**src/rtl/jmb_scanline_filter_n.sv**
```systemverilog
// N-tap horizontal scanline FIR with valid/ready handshakes, per-line edge padding,
// rounding and saturation. One output per input pixel; tail outputs come from FLUSH pads.

module jmb_sf_tap #(
  parameter int PIXEL_W = 8,
  parameter int COEF_W  = 8
) (
  input  logic        [PIXEL_W-1:0]      pix,
  input  logic signed [COEF_W-1:0]       coef,
  output logic signed [PIXEL_W+COEF_W:0] prod
);
  assign prod = $signed({1'b0, pix}) * coef;
endmodule

module jmb_scanline_filter_n #(
  parameter int PIXEL_W = 8,
  parameter int COEF_W  = 8,
  parameter int TAPS    = 3
) (
  input  logic                     clock,
  input  logic                     reset,
  input  logic                     enable,
  input  logic                     filter_en,
  input  logic                     edge_mode,
  input  logic [3:0]               shift,
  input  logic [TAPS*COEF_W-1:0]   coefs,
  input  logic [PIXEL_W-1:0]       in_data,
  input  logic                     in_valid,
  input  logic                     in_last,
  output logic                     in_ready,
  output logic [PIXEL_W-1:0]       out_data,
  output logic                     out_valid,
  output logic                     out_last,
  input  logic                     out_ready
);
  localparam int H     = (TAPS - 1) / 2;
  localparam int ACC_W = PIXEL_W + COEF_W + $clog2(TAPS) + 1;
  localparam int CW    = $clog2(TAPS) + 1;
  localparam int STAGES = 2;
  localparam logic signed [ACC_W-1:0] PMAX = $signed({{(ACC_W-PIXEL_W){1'b0}}, {PIXEL_W{1'b1}}});

  typedef enum logic [1:0] {IDLE, RUN, FLUSH} state_t;

  state_t                       state;
  logic [CW-1:0]                cnt, fcnt;
  logic [TAPS-1:0][PIXEL_W-1:0] win;
  logic                         filt_l, edge_l;
  logic [3:0]                   shift_l;
  logic [TAPS*COEF_W-1:0]       coefs_l;
  logic [STAGES:0]              vld_pipe, lst_pipe;
  logic signed [ACC_W-1:0]      acc_q, acc_d, sum, rnd;
  logic signed [PIXEL_W+COEF_W:0] prod [TAPS];
  logic [PIXEL_W-1:0]           pad, sat_d;
  logic                         advance, accept, flush_step, inject, emit, fin;

  assign advance    = enable & ~(out_valid & ~out_ready);
  assign in_ready   = advance & ~reset & (state != FLUSH);
  assign accept     = in_valid & in_ready;
  assign flush_step = advance & (state == FLUSH);
  assign inject     = accept | flush_step;
  // A sample completes a window once H samples of the line precede it.
  assign emit       = (cnt >= CW'(H));
  assign fin        = flush_step & (fcnt == CW'(H - 1));
  assign pad        = edge_l ? win[TAPS-1] : '0;
  assign out_valid  = vld_pipe[STAGES];
  assign out_last   = lst_pipe[STAGES];

  for (genvar k = 0; k < TAPS; k++) begin : g_tap
    jmb_sf_tap #(.PIXEL_W(PIXEL_W), .COEF_W(COEF_W)) u_tap (
      .pix  (win[k]),
      .coef (coefs_l[k*COEF_W +: COEF_W]),
      .prod (prod[k])
    );
  end

  always_comb begin
    sum = '0;
    for (int k = 0; k < TAPS; k++) sum = sum + ACC_W'(prod[k]);
    rnd   = (shift_l == 4'd0) ? '0 : (ACC_W'(1) << (shift_l - 4'd1));
    acc_d = filt_l ? ((sum + rnd) >>> shift_l)
                   : $signed({{(ACC_W-PIXEL_W){1'b0}}, win[H]});
    if (acc_q < 0)         sat_d = '0;
    else if (acc_q > PMAX) sat_d = '1;
    else                   sat_d = acc_q[PIXEL_W-1:0];
  end

  // Datapath: window shift, line parameters latched on p0, accumulate stage.
  always_ff @(posedge clock) begin
    if (accept && state == IDLE) begin
      filt_l  <= filter_en;
      edge_l  <= edge_mode;
      shift_l <= shift;
      coefs_l <= coefs;
      for (int k = 0; k < TAPS - 1; k++) win[k] <= edge_mode ? in_data : '0;
      win[TAPS-1] <= in_data;
    end else if (accept) begin
      win <= {in_data, win[TAPS-1:1]};
    end else if (flush_step) begin
      win <= {pad, win[TAPS-1:1]};
    end
    if (advance) acc_q <= acc_d;
  end

  always_ff @(posedge clock) begin
    if (reset) begin
      state    <= IDLE;
      cnt      <= '0;
      fcnt     <= '0;
      vld_pipe <= '0;
      lst_pipe <= '0;
      out_data <= '0;
    end else begin
      if (advance) begin
        vld_pipe <= {vld_pipe[STAGES-1:0], inject & emit};
        lst_pipe <= {lst_pipe[STAGES-1:0], fin};
        if (vld_pipe[STAGES-1]) out_data <= sat_d;
      end
      case (state)
        IDLE: if (accept) begin
          cnt   <= CW'(1);
          fcnt  <= '0;
          state <= in_last ? FLUSH : RUN;
        end
        RUN: if (accept) begin
          if (!emit) cnt <= cnt + CW'(1);
          if (in_last) state <= FLUSH;
        end
        FLUSH: if (flush_step) begin
          if (!emit) cnt <= cnt + CW'(1);
          fcnt <= fcnt + CW'(1);
          if (fin) begin
            state <= IDLE;
            cnt   <= '0;
            fcnt  <= '0;
          end
        end
        default: state <= IDLE;
      endcase
    end
  end
endmodule

```
**config.mk**
```make
export PLATFORM = sky130hd
export DESIGN_NAME = jmb_scanline_filter_n
export DESIGN_NICKNAME = d
export VERILOG_FILES = /design/src/rtl/jmb_scanline_filter_n.sv
export SDC_FILE = /design/constraint.sdc
export NUM_CORES = 1
export LEC_CHECK = 0
export CAP_MARGIN = 20
export CORE_MARGIN = 2
export CORE_UTILIZATION = 50
export DETAILED_ROUTE_END_ITERATION = 8
export GPL_ROUTABILITY_DRIVEN = 0
export PLACE_DENSITY = 0.74
export SLEW_MARGIN = 0
export SYNTH_ARGS = -nofsm -noshare
export SYNTH_HDL_FRONTEND = slang
export SYNTH_HIERARCHICAL = 1
export SYNTH_SLANG_ARGS = --single-unit
```
**constraint.sdc**
```tcl
create_clock -name clock -period 15 [get_ports clock]
set_clock_uncertainty 0.05 [all_clocks]
set_input_delay 2.25 -clock clock [delete_from_list [all_inputs] [get_ports clock]]
set_output_delay 2.25 -clock clock [all_outputs]
set_load 0.02 [all_outputs]
```
==> results_dict.tcl <==
set metrics [dict create \
    status "finished, final reports clean" \
    max-slew-margin-rel_pct 35.8 \
    grt_overflow_total 0 \
    clock_sinks 95 \
    final_hold_viol_count 0 \
    synth_warnings 6 \
    critPathCaptureType "flop" \
    path_clk_slew_ns 0.08 \
    hpwlAfterDp_um 26700 \
    synthArstFlopShare_pct 0 \
    period_minus_slack_ns 8.28 \
    synth-seq-area-share_pct 19.3 \
    rows 60 \
    antenna-diode-count 0 \
    place_ws_ns 6.91 \
    cp.required_ns 15.03 \
    numCtsBuffers 9 \
    cts_tree "done" \
    clock_latency_ns 0.36 \
    worst_pin_slew_ns 0.957 \
    rsz0062_at_grt "false" \
    syn2layout_area_growth_pct 8.50 \
    synth_area_leaders "fa_1 (21%), edfxtp_1 (16%), ha_1 (15%)" \
    start_kind "flop" \
    cts_root_buf "clkbuf_16" \
    fill_cells 2428 \
    design.die.area_sq_um 28600 \
    clock.fmax_mhz 121 \
    fin_util_pct 55.0 \
    num_io_pins 55 \
    critical_path.max_fanout 9 \
    synth.net_count 1841 \
    grt_pass1_vias 10998 \
    start_util_pct 50.7 \
    dr.pass1.iters 6 \
    ys_ff_latch 95 \
    wl_um 33100 \
    die_w_um 169 \
    post_cts_buffers 0 \
    clock_path_buffers 2 \
    critPathKind "flop to flop" \
    synth_cell_type_count 88 \
    port_buffers 54 \
    yosysTopAreaCell "fa_1" \
    crit_arrival_ns 8.32 \
    fin_nets 1876 \
    finalSetupViolations 0 \
    antenna_found_initial 1 \
    synth.avg_cell_area_sq_um 9.12 \
    cts_resized 0 \
    postCtsHoldBufs 0 \
    synth-edff-count 73 \
    slew_violations 0 \
    coreArea_sq_um 26900 \
    fin_tns_setup_ns 0 \
    drive_above_1_share_pct 4.82 \
    synth_top_area_share_pct 21.1 \
    hold_class "flop to flop" \
    setup_slack_ns 6.72 \
    grt_first_pass_wirelength_um 55700 \
    vias 10837 \
    drt_iter0_markers 972 \
    grt.total_usage_pct 24.4 \
    detail-route-antenna-nets 0 \
    crit_path_top_delay_cell "edfxtp_1" \
    avgRoutedWirePerCell_um 17.6 \
    ys.flop_type "edfxtp_1" \
    syn_area_sq_um 13600 \
    max_stage_delay_ns 0.56 \
    die_h_um 169 \
    via_per_inst 5.78 \
    synthCells 1495 \
    h-tree-depth 3 \
    drc 0 \
    min_period_over_period_pct 55.2 \
    critPathMostFrequentCell "fa_1" \
    drv_cap 0 \
    grt_max_degree 33 \
]
-- metrics by stage --
stage	area (sq um)	instances	hold slack (ns)
after floorplan	13600	1495	0.382
final	14800	1876	0.406
after CTS	14800	1876	0.405
after global routing	14800	1876	0.431
after detailed placement	14500	1860	0.395
after global placement	14500	1860	0.387
-- placed cells by master (no fill, tap or decap), drive strengths merged, types with 9 or more instances in the layout --
cell type | Yosys | final
a211oi | 18 | 18
a21o | 18 | 18
a21oi | 75 | 75
a22o | 15 | 15
a31oi | 11 | 11
and2 | 142 | 142
and3 | 9 | 9
clkbuf | 22 | 9
clkdlybuf4s50 | 0 | 54
dfxtp | 22 | 22
edfxtp | 73 | 73
fa | 144 | 144
ha | 158 | 158
inv | 263 | 267
mux2i | 10 | 10
nand2 | 105 | 105
nand2b | 20 | 20
nand3 | 17 | 17
nor2 | 93 | 93
nor3 | 36 | 36
o211ai | 12 | 12
o21a | 11 | 11
o21ai | 44 | 44
or3 | 10 | 10
xnor2 | 18 | 18
xor2 | 13 | 13
-- cell usage after synthesis (all sizes together) (9+ instances only) --
cell type	number
nor3	36
ha	158
mux2i	10
or3	10
nand3	17
o211ai	12
clkbuf	22
xor2	13
inv	263
a21oi	75
o21ai	44
a31oi	11
and3	9
fa	144
and2	142
xnor2	18
edfxtp	73
a211oi	18
buf	12
a22o	15
nand2	105
nor2	93
dfxtp	22
a21o	18
nand2b	20
o21a	11
-- critical path: cells and delay by family (launching register included) --
family | cells | cell delay, ns
and+or+nand+nor | 4 | 1.05
adders and majority gates | 8 | 3.64
buffers and inverters | 5 | 0.32
AOI/OAI and AO/OA | 10 | 2.40
DFF | 1 | 0.56
-- flip-flops by register name (all words and copies together) (netlist names), 3 cells and up --
name and count:
lst_pipe 3, coefs_l 24, cnt 3, shift_l 4, acc_q 19, fcnt 3
win 24, vld_pipe 3, out_data 8
-- layout make-up --
| class | count | area [sq um] | area share [%] |
|---|---|---|---|
| Multi-Input combinational cell | 1097 | 9840 | 66.6 |
| Sequential cell | 95 | 2630 | 17.8 |
| Inverter | 267 | 1000 | 6.78 |
| Timing Repair Buffer | 60 | 586 | 3.96 |
| Tap cell | 341 | 427 | 2.88 |
| Clock buffer | 9 | 225 | 1.52 |
| Clock inverter | 7 | 73.8 | 0.499 |
-- cell families (layout without fill, tap and decap cells) --
logic type,count (synthesis),count (layout),synth area share (%)
compound gates,275,275,14.6
buf+inv,303,343,8.52
simple gates,473,473,18.2
mux,15,15,1.56
xor+xnor,31,31,2.05
flops,95,95,19.3
fa+ha+maj,302,302,35.6
other cells,1,1,0.0275
-- metal layers --
layer / track usage, % / wire length [um] / vias to the layer above
met5: 0 / 0 / -
met3: 4.37 / 2130 / 50
li1: - / - / 5101
met2: 41.0 / 15900 / 358
met1: 33.2 / 14500 / 5328
met4: 5.43 / 536 / 0
-- final timing paths --
path                            start                        to  slack, ns  cells after the start
min reg2reg  lst_pipe[0]$_SDFFE_PP0P_  lst_pipe[0]$_SDFFE_PP0P_       0.41                      2
max                 win[16]$_DFFE_PP_        acc_q[4]$_DFFE_PP_       6.72                     27
min          lst_pipe[0]$_SDFFE_PP0P_  lst_pipe[0]$_SDFFE_PP0P_       0.41                      2
max reg2reg         win[16]$_DFFE_PP_        acc_q[4]$_DFFE_PP_       6.72                     27
Power is left out: the tool's default activity adds up to more than one toggle a clock period on the data nets, which glitch-free logic cannot reach.
